**src/rtl/move_dispatch_if.sv**
```systemverilog
// Request/response and checker-side bundle for move_dispatch.
// slave: the dispatcher. master: the game-play controller plus the checkers.
interface move_dispatch_if #(
  parameter int unsigned NUM_CHK = 6
);
  logic                    req_valid;
  logic                    req_ready;
  logic [2:0]              req_old_x;
  logic [2:0]              req_old_y;
  logic [2:0]              req_new_x;
  logic [2:0]              req_new_y;
  // Indexed [y][x]; 4'd15 = empty, bit3 = colour, bits[2:0] = type
  logic [7:0][7:0][3:0]    board_in;
  logic [2:0]              old_x;
  logic [2:0]              old_y;
  logic [2:0]              new_x;
  logic [2:0]              new_y;
  logic [2:0]              h_delta;
  logic [2:0]              v_delta;
  logic [3:0]              piece_type;
  logic [NUM_CHK-1:0]      chk_start;
  logic [NUM_CHK-1:0]      chk_valid_move;
  logic [NUM_CHK-1:0]      chk_valid_output;
  logic                    resp_valid;
  logic                    resp_legal;
  logic [2:0]              resp_code;

  modport slave (
    input  req_valid, req_old_x, req_old_y, req_new_x, req_new_y, board_in,
    input  chk_valid_move, chk_valid_output,
    output req_ready, old_x, old_y, new_x, new_y, h_delta, v_delta, piece_type,
    output chk_start, resp_valid, resp_legal, resp_code
  );

  modport master (
    output req_valid, req_old_x, req_old_y, req_new_x, req_new_y, board_in,
    output chk_valid_move, chk_valid_output,
    input  req_ready, old_x, old_y, new_x, new_y, h_delta, v_delta, piece_type,
    input  chk_start, resp_valid, resp_legal, resp_code
  );
endinterface

```
**src/rtl/move_dispatch.sv**
```systemverilog
// Move dispatcher: decodes the moving piece, runs piece-independent pre-checks,
// launches the per-piece path checker and returns one legal/illegal verdict.
// Optional feature macro: TURN_ENFORCE_EN (side-to-move enforcement, code 4).
module move_dispatch #(
  parameter int unsigned NUM_CHK = 6,
  parameter int unsigned TIMEOUT = 16
) (
  input logic           clk,
  input logic           reset_n,
  move_dispatch_if.slave bus
);

  typedef enum logic [2:0] {StIdle, StDecode, StDispatch, StWait, StResp} state_e;

  localparam logic [2:0] CodeOk       = 3'd0;
  localparam logic [2:0] CodeEmpty    = 3'd1;
  localparam logic [2:0] CodeNull     = 3'd2;
  localparam logic [2:0] CodeFriendly = 3'd3;
`ifdef TURN_ENFORCE_EN
  localparam logic [2:0] CodeSide     = 3'd4;
`endif
  localparam logic [2:0] CodeReject   = 3'd5;
  localparam logic [2:0] CodeTimeout  = 3'd6;
  localparam logic [2:0] CodeBadPiece = 3'd7;
  localparam logic [3:0] Empty        = 4'd15;
  localparam logic [7:0] TimeoutLast  = 8'(TIMEOUT - 1);

  state_e             state_q, state_d;
  logic [2:0]         old_x_q, old_x_d, old_y_q, old_y_d;
  logic [2:0]         new_x_q, new_x_d, new_y_q, new_y_d;
  logic [2:0]         h_delta_q, h_delta_d, v_delta_q, v_delta_d;
  logic [3:0]         piece_type_q, piece_type_d;
  logic [NUM_CHK-1:0] chk_start_q, chk_start_d;
  logic               resp_valid_q, resp_valid_d;
  logic               resp_legal_q, resp_legal_d;
  logic [2:0]         resp_code_q, resp_code_d;
  logic [7:0]         cnt_q, cnt_d;
  logic               sticky_q, sticky_d;
`ifdef TURN_ENFORCE_EN
  logic               side_q, side_d;  // 0 = white to move
`endif

  logic [3:0]         src_code, dst_code;
  logic               pre_fail;
  logic [2:0]         pre_code;
  logic [NUM_CHK-1:0] sel_onehot;
  logic               sel_move, sel_done, wait_legal;

  function automatic logic [NUM_CHK-1:0] type_onehot(input logic [2:0] t);
    logic [NUM_CHK-1:0] oh;
    oh = '0;
    for (int i = 0; i < int'(NUM_CHK); i++) begin
      if (int'(t) == i) oh[i] = 1'b1;
    end
    return oh;
  endfunction

  // Coordinates are 0..7, so the 3-bit absolute difference is exact
  function automatic logic [2:0] abs_diff(input logic [2:0] a, input logic [2:0] b);
    logic [3:0] d;
    d = {1'b0, a} - {1'b0, b};
    if (d[3]) d = 4'd0 - d;
    return d[2:0];
  endfunction

  assign src_code   = bus.board_in[old_y_q][old_x_q];
  assign dst_code   = bus.board_in[new_y_q][new_x_q];
  assign sel_onehot = type_onehot(piece_type_q[2:0]);
  assign sel_move   = |(bus.chk_valid_move & sel_onehot);
  assign sel_done   = |(bus.chk_valid_output & sel_onehot);
  assign wait_legal = sticky_q | sel_move;

  // Next-state, pre-check decode and registered-output next values
  always_comb begin
    state_d      = state_q;
    old_x_d      = old_x_q;
    old_y_d      = old_y_q;
    new_x_d      = new_x_q;
    new_y_d      = new_y_q;
    h_delta_d    = h_delta_q;
    v_delta_d    = v_delta_q;
    piece_type_d = piece_type_q;
    chk_start_d  = '0;
    resp_valid_d = 1'b0;
    resp_legal_d = resp_legal_q;
    resp_code_d  = resp_code_q;
    cnt_d        = cnt_q;
    sticky_d     = sticky_q;
`ifdef TURN_ENFORCE_EN
    side_d       = side_q;
`endif

    // Pre-checks in priority order: empty, null, bad code, side, friendly
    pre_fail = 1'b1;
    pre_code = CodeOk;
    if (src_code == Empty) begin
      pre_code = CodeEmpty;
    end else if ((old_x_q == new_x_q) && (old_y_q == new_y_q)) begin
      pre_code = CodeNull;
    end else if (src_code[2:1] == 2'b11) begin
      pre_code = CodeBadPiece;
`ifdef TURN_ENFORCE_EN
    end else if (src_code[3] != side_q) begin
      pre_code = CodeSide;
`endif
    end else if ((dst_code != Empty) && (dst_code[3] == src_code[3])) begin
      pre_code = CodeFriendly;
    end else begin
      pre_fail = 1'b0;
    end

    case (state_q)
      StIdle: begin
        if (bus.req_valid) begin
          old_x_d = bus.req_old_x;
          old_y_d = bus.req_old_y;
          new_x_d = bus.req_new_x;
          new_y_d = bus.req_new_y;
          state_d = StDecode;
        end
      end
      StDecode: begin
        piece_type_d = src_code;
        h_delta_d    = abs_diff(new_x_q, old_x_q);
        v_delta_d    = abs_diff(new_y_q, old_y_q);
        if (pre_fail) begin
          resp_valid_d = 1'b1;
          resp_legal_d = 1'b0;
          resp_code_d  = pre_code;
          state_d      = StResp;
        end else begin
          chk_start_d = type_onehot(src_code[2:0]);
          state_d     = StDispatch;
        end
      end
      StDispatch: begin
        cnt_d    = '0;
        sticky_d = 1'b0;
        state_d  = StWait;
      end
      StWait: begin
        // A done strobe in the last allowed cycle still wins over the timeout
        if (sel_done) begin
          resp_valid_d = 1'b1;
          resp_legal_d = wait_legal;
          resp_code_d  = wait_legal ? CodeOk : CodeReject;
          state_d      = StResp;
        end else if (cnt_q == TimeoutLast) begin
          resp_valid_d = 1'b1;
          resp_legal_d = 1'b0;
          resp_code_d  = CodeTimeout;
          state_d      = StResp;
        end else begin
          cnt_d    = cnt_q + 8'd1;
          sticky_d = wait_legal;
        end
      end
      StResp: begin
`ifdef TURN_ENFORCE_EN
        if (resp_legal_q) side_d = ~side_q;
`endif
        state_d = StIdle;
      end
      default: state_d = StIdle;
    endcase
  end

  // State and output registers with synchronous active-low reset
  always_ff @(posedge clk) begin
    if (!reset_n) begin
      state_q      <= StIdle;
      old_x_q      <= '0;
      old_y_q      <= '0;
      new_x_q      <= '0;
      new_y_q      <= '0;
      h_delta_q    <= '0;
      v_delta_q    <= '0;
      piece_type_q <= Empty;
      chk_start_q  <= '0;
      resp_valid_q <= 1'b0;
      resp_legal_q <= 1'b0;
      resp_code_q  <= CodeOk;
      cnt_q        <= '0;
      sticky_q     <= 1'b0;
`ifdef TURN_ENFORCE_EN
      side_q       <= 1'b0;
`endif
    end else begin
      state_q      <= state_d;
      old_x_q      <= old_x_d;
      old_y_q      <= old_y_d;
      new_x_q      <= new_x_d;
      new_y_q      <= new_y_d;
      h_delta_q    <= h_delta_d;
      v_delta_q    <= v_delta_d;
      piece_type_q <= piece_type_d;
      chk_start_q  <= chk_start_d;
      resp_valid_q <= resp_valid_d;
      resp_legal_q <= resp_legal_d;
      resp_code_q  <= resp_code_d;
      cnt_q        <= cnt_d;
      sticky_q     <= sticky_d;
`ifdef TURN_ENFORCE_EN
      side_q       <= side_d;
`endif
    end
  end

  assign bus.req_ready  = (state_q == StIdle);
  assign bus.old_x      = old_x_q;
  assign bus.old_y      = old_y_q;
  assign bus.new_x      = new_x_q;
  assign bus.new_y      = new_y_q;
  assign bus.h_delta    = h_delta_q;
  assign bus.v_delta    = v_delta_q;
  assign bus.piece_type = piece_type_q;
  assign bus.chk_start  = chk_start_q;
  assign bus.resp_valid = resp_valid_q;
  assign bus.resp_legal = resp_legal_q;
  assign bus.resp_code  = resp_code_q;

endmodule

```
**src/flat_wrapper.sv**
```systemverilog
// flat-port wrapper written by rule: the top's interface ports become plain ports
module move_dispatch_flat 
#(
  parameter int unsigned NUM_CHK = 6,
  parameter int unsigned TIMEOUT = 16
)
  (clk, reset_n, bus_req_valid, bus_req_old_x, bus_req_old_y, bus_req_new_x, bus_req_new_y, bus_board_in, bus_chk_valid_move, bus_chk_valid_output, bus_req_ready, bus_old_x, bus_old_y, bus_new_x, bus_new_y, bus_h_delta, bus_v_delta, bus_piece_type, bus_chk_start, bus_resp_valid, bus_resp_legal, bus_resp_code);
  move_dispatch_if #(.NUM_CHK(NUM_CHK)) bus_i ();
  input logic clk;
  input logic reset_n;
  input wire logic [$bits(bus_i.req_valid)-1:0] bus_req_valid;
  input wire logic [$bits(bus_i.req_old_x)-1:0] bus_req_old_x;
  input wire logic [$bits(bus_i.req_old_y)-1:0] bus_req_old_y;
  input wire logic [$bits(bus_i.req_new_x)-1:0] bus_req_new_x;
  input wire logic [$bits(bus_i.req_new_y)-1:0] bus_req_new_y;
  input wire logic [$bits(bus_i.board_in)-1:0] bus_board_in;
  input wire logic [$bits(bus_i.chk_valid_move)-1:0] bus_chk_valid_move;
  input wire logic [$bits(bus_i.chk_valid_output)-1:0] bus_chk_valid_output;
  output wire logic [$bits(bus_i.req_ready)-1:0] bus_req_ready;
  output wire logic [$bits(bus_i.old_x)-1:0] bus_old_x;
  output wire logic [$bits(bus_i.old_y)-1:0] bus_old_y;
  output wire logic [$bits(bus_i.new_x)-1:0] bus_new_x;
  output wire logic [$bits(bus_i.new_y)-1:0] bus_new_y;
  output wire logic [$bits(bus_i.h_delta)-1:0] bus_h_delta;
  output wire logic [$bits(bus_i.v_delta)-1:0] bus_v_delta;
  output wire logic [$bits(bus_i.piece_type)-1:0] bus_piece_type;
  output wire logic [$bits(bus_i.chk_start)-1:0] bus_chk_start;
  output wire logic [$bits(bus_i.resp_valid)-1:0] bus_resp_valid;
  output wire logic [$bits(bus_i.resp_legal)-1:0] bus_resp_legal;
  output wire logic [$bits(bus_i.resp_code)-1:0] bus_resp_code;
  assign bus_i.req_valid = bus_req_valid;
  assign bus_i.req_old_x = bus_req_old_x;
  assign bus_i.req_old_y = bus_req_old_y;
  assign bus_i.req_new_x = bus_req_new_x;
  assign bus_i.req_new_y = bus_req_new_y;
  assign bus_i.board_in = bus_board_in;
  assign bus_i.chk_valid_move = bus_chk_valid_move;
  assign bus_i.chk_valid_output = bus_chk_valid_output;
  assign bus_req_ready = bus_i.req_ready;
  assign bus_old_x = bus_i.old_x;
  assign bus_old_y = bus_i.old_y;
  assign bus_new_x = bus_i.new_x;
  assign bus_new_y = bus_i.new_y;
  assign bus_h_delta = bus_i.h_delta;
  assign bus_v_delta = bus_i.v_delta;
  assign bus_piece_type = bus_i.piece_type;
  assign bus_chk_start = bus_i.chk_start;
  assign bus_resp_valid = bus_i.resp_valid;
  assign bus_resp_legal = bus_i.resp_legal;
  assign bus_resp_code = bus_i.resp_code;
  move_dispatch #(.NUM_CHK(NUM_CHK), .TIMEOUT(TIMEOUT)) u_core (.clk(clk), .reset_n(reset_n), .bus(bus_i));
endmodule
```
**config.mk**
```make
export PLATFORM = sky130hd
export DESIGN_NAME = move_dispatch_flat
export DESIGN_NICKNAME = d
export VERILOG_FILES = /design/src/rtl/move_dispatch_if.sv /design/src/rtl/move_dispatch.sv /design/src/flat_wrapper.sv
export SDC_FILE = /design/constraint.sdc
export NUM_CORES = 1
export LEC_CHECK = 0
export ABC_AREA = 1
export BUFFER_PORTS_ARGS = -buffer_cell sky130_fd_sc_hd__buf_2
export CORE_MARGIN = 5
export CORE_UTILIZATION = 45
export CTS_CLUSTER_SIZE = 8
export DETAILED_ROUTE_END_ITERATION = 6
export PLACE_DENSITY = 0.77
export SLEW_MARGIN = 5
export SYNTH_ARGS = -nofsm -noshare
export SYNTH_HDL_FRONTEND = slang
export SYNTH_SLANG_ARGS = --single-unit
```
**constraint.sdc**
```tcl
create_clock -name clk -period 2.5 [get_ports clk]
set_input_delay 0.625 -clock clk [delete_from_list [all_inputs] [get_ports clk]]
set_output_delay 0.625 -clock clk [all_outputs]
set_load 0.02 [all_outputs]
```
==> results.yml <==
worst_setup_path:
  critPathCaptureType: "flop"
  path_class: "reg -> reg"
  critPathTopFamily: "simple AND/OR/NAND/NOR gates"
  cp_max_fo: 38
  max_stage_delay_ns: 0.41
  critPathRequiredTime_ns: 2.68
  critical_path_arrival_ns: 2.49
  crit_path_frequent_cell: "nand2_2"
  start_kind: "flop"
  slowest_stage: "dfxtp_4"
  worstPathCellList: "buf_16 > buf_12 > nand2_1 > nand3_1 > nand3_1 > a21oi_1 > o211ai_1 > nand2_2 > nand2_2 > nand3_4 > nand2_4 > nand2_2 > inv_2 > nor2_1 > nor2_1"
  crit_buf_inv: 3
floorplanning:
  start_util_pct: 46.2
  io_pins: 317
  die_h_um: 135
  core_um2: 15300
  dieArea_um2: 18300
  rows: 45
  chipWidth_um: 135
hold_path:
  holdCritPathClass: "reg -> reg"
synthesis:
  async_reset_ff_share_pct: 0
  yosysSeqAreaShare_pct: 12.8
  ys_ff_latch: 45
  synth_nets: 1702
  netlist_area_um2: 7050
  yosysMostFrequentCell: "nand2_1"
  synth_commonest_cells: "nand2_1, nand3_1, dfxtp_1, buf_2, inv_1"
  synth-edff-count: 0
  synth_largest_area_cell: "nand2_1"
  ys_types: 33
  yosys-top-cells-area: "nand2_1, nand3_1, dfxtp_1, buf_2, buf_4"
  synth_ff_type: "dfxtp_1"
  avgSynthCellArea_um2: 5.00
  yosys_warnings: 0
  yosysTopAreaCellShare_pct: 36.9
  synth_cells: 1408
power_and_ir_drop:
  leakage_nw: 5.01
  p_per_area_nw_per_um2: 980
  power.total_mw: 9.08
  ir_drop_mv: 0.749
routing:
  postRouteAntennaNets: 0
  wire_per_inst_um: 17.0
  drc: 0
  routed_via_density: 5.69
  wl_um: 32300
  drtIter0Drc: 1301
  firstDrtPassIters: 6
  vias: 10800
sta:
  maxSlewViolCount: 0
  clock_skew_ns: 0.00348
  max-slew-margin-rel_pct: 53.4
  fin_tns_setup_ns: 0
  setup_violations: 0
  fmax_mhz: 433
  rsz0062_at_grt: "false"
  post-route-period-util_pct: 92.5
  hold_violations: 0
  post-route-min-period_ns: 2.31
  whs_ns: 0.472
  tightestPinTransition_ns: 0.697
clocking:
  clk_latency_ns: 0.29
  clkTransAtPathRegs_ns: 0.06
  clock-sinks: 45
  cts.path.max_buffers: 2
  cts_buffers: 5
  root_buffer: "clkbuf_16"
  cts_tree: "yes"
  h-tree-depth: 2
placement:
  io_buffer_count: 316
  dpl.hpwl_um: 23700
  place_congestion: 0.970
global_route:
  grt.total_usage_pct: 31.9
  first_global_vias: 9758
  grt_max_degree: 66
  overflow: 0
  antenna_found_initial: 7
  grt_pass1_wl_um: 48300
flow_run:
  cap_viol_max_count: 0
cells_and_area:
  utilization_pct: 60.7
  nets: 1977
  drive_gt1_share_pct: 24.5
  synthToLayoutAreaGrowth_pct: 31.4
outcome:
  status: "completed"
==> path summary, 6_finish.rpt <==
path | from | to | slack, ns | depth (start not counted)
min reg2reg | u_core.cnt_q[7] | u_core.cnt_q[7] | 0.47 | 1
min | u_core.cnt_q[7] | u_core.cnt_q[7] | 0.47 | 1
max | u_core.bus.old_y[0] | u_core.bus.resp_code[1] | 0.19 | 15
max reg2reg | u_core.bus.old_y[0] | u_core.bus.resp_code[1] | 0.19 | 15
==> routing by layer <==
layer,wire length (um),part of all wire (%),up-vias,track usage [%]
li1,-,-,5171,-
met1,12200,38,4718,40.5
met2,14700,45,798,52.5
met3,3830,12,137,5.10
met4,1630,5.0,0,15.7
met5,0,0,-,0
==> stage by stage <==
| stage | cell area, um^2 | cells | setup WS [ns] |
|---|---|---|---|
| 6_report | 9260 | 1903 | 0.189 |
| 5_1_grt | 9260 | 1902 | 0.0185 |
| 4_1_cts | 9030 | 1887 | 0.131 |
| 3_5_place_dp | 8880 | 1879 | 0.146 |
| 3_3_place_gp | 8880 | 1879 | 0.128 |
| 2_1_floorplan | 7050 | 1408 | 0.0720 |
==> logic make-up (layout without fill, tap and decap cells) <==
| kind of cell | after synthesis | count (layout) | share of synthesized area, % |
|---|---|---|---|
| flip-flops | 45 | 45 | 12.8 |
| AO/OA/AOI/OAI | 70 | 70 | 5.42 |
| adder cells (fa/ha/maj) | 11 | 11 | 2.17 |
| AND/OR/NAND/NOR | 1130 | 1130 | 68.8 |
| buffers and inverters | 150 | 426 | 10.6 |
| XOR/XNOR | 2 | 2 | 0.249 |
| other | 0 | 8 | 0 |
==> final cells by class <==
type / instances / area, um^2
multi-input cells: 1213 / 5410
clock buffers: 5 / 125
well taps: 211 / 264
clock inverters: 3 / 20.0
repair buffers: 365 / 2300
inverters: 53 / 206
flip-flops and latches: 45 / 912
diodes: 8 / 20.0
fillers: 1577 / 6000
==> state kept, by name, summed over array words and instances, names as in the netlist <==
name / count
u_core.sticky_q: 1
u_core.state_q: 3
u_core.bus.resp_valid: 1
u_core.bus.new_x: 3
u_core.bus.h_delta: 3
u_core.cnt_q: 8
u_core.bus.resp_legal: 1
u_core.bus.chk_start: 6
u_core.bus.resp_code: 3
u_core.bus.new_y: 3
u_core.bus.piece_type: 4
u_core.bus.old_x: 3
u_core.bus.v_delta: 3
u_core.bus.old_y: 3
==> worst reg2reg max path, stage by stage, from the launching register on <==
cell      delay, ns
dfxtp_4        0.41
buf_16         0.17
buf_12         0.22
nand2_1        0.08
nand3_1        0.08
nand3_1        0.11
a21oi_1        0.20
o211ai_1       0.16
nand2_2        0.15
nand2_2        0.10
nand3_4        0.12
nand2_4        0.07
nand2_2        0.11
inv_2          0.07
nor2_1         0.12
nor2_1         0.05
==> cell usage in the layout (no fill, tap or decap), types with 3 or more instances in the layout <==
cell       count
nor3_2         3
ha_1           9
nor2_2         5
nand3_2        3
dfxtp_2        3
a21oi_1       30
inv_1         39
dfxtp_1       40
o21ai_1        3
nand4_1        9
nor2_1        20
diode_2        8
o211ai_1       6
buf_4         22
nor3_1         6
buf_12        17
o21ai_0       24
nand3_1      378
buf_2        316
buf_6          3
inv_2         11
nand2_2        7
clkbuf_16     11
nand2_1      691
==> report_power, final <==
part	switching [mW]	internal [mW]
clock network	0.282	0.373
logic	4.70	2.61
registers	0.201	0.913
total	5.18	3.89
==> repair_timing <==
action                     in CTS  in global routing
setup buffers                   0                  2
gates resized for setup         0                  9
setup endpoints to repair       0                  7
hold buffers                    0                  0
Power figures use the tool's default switching activity.
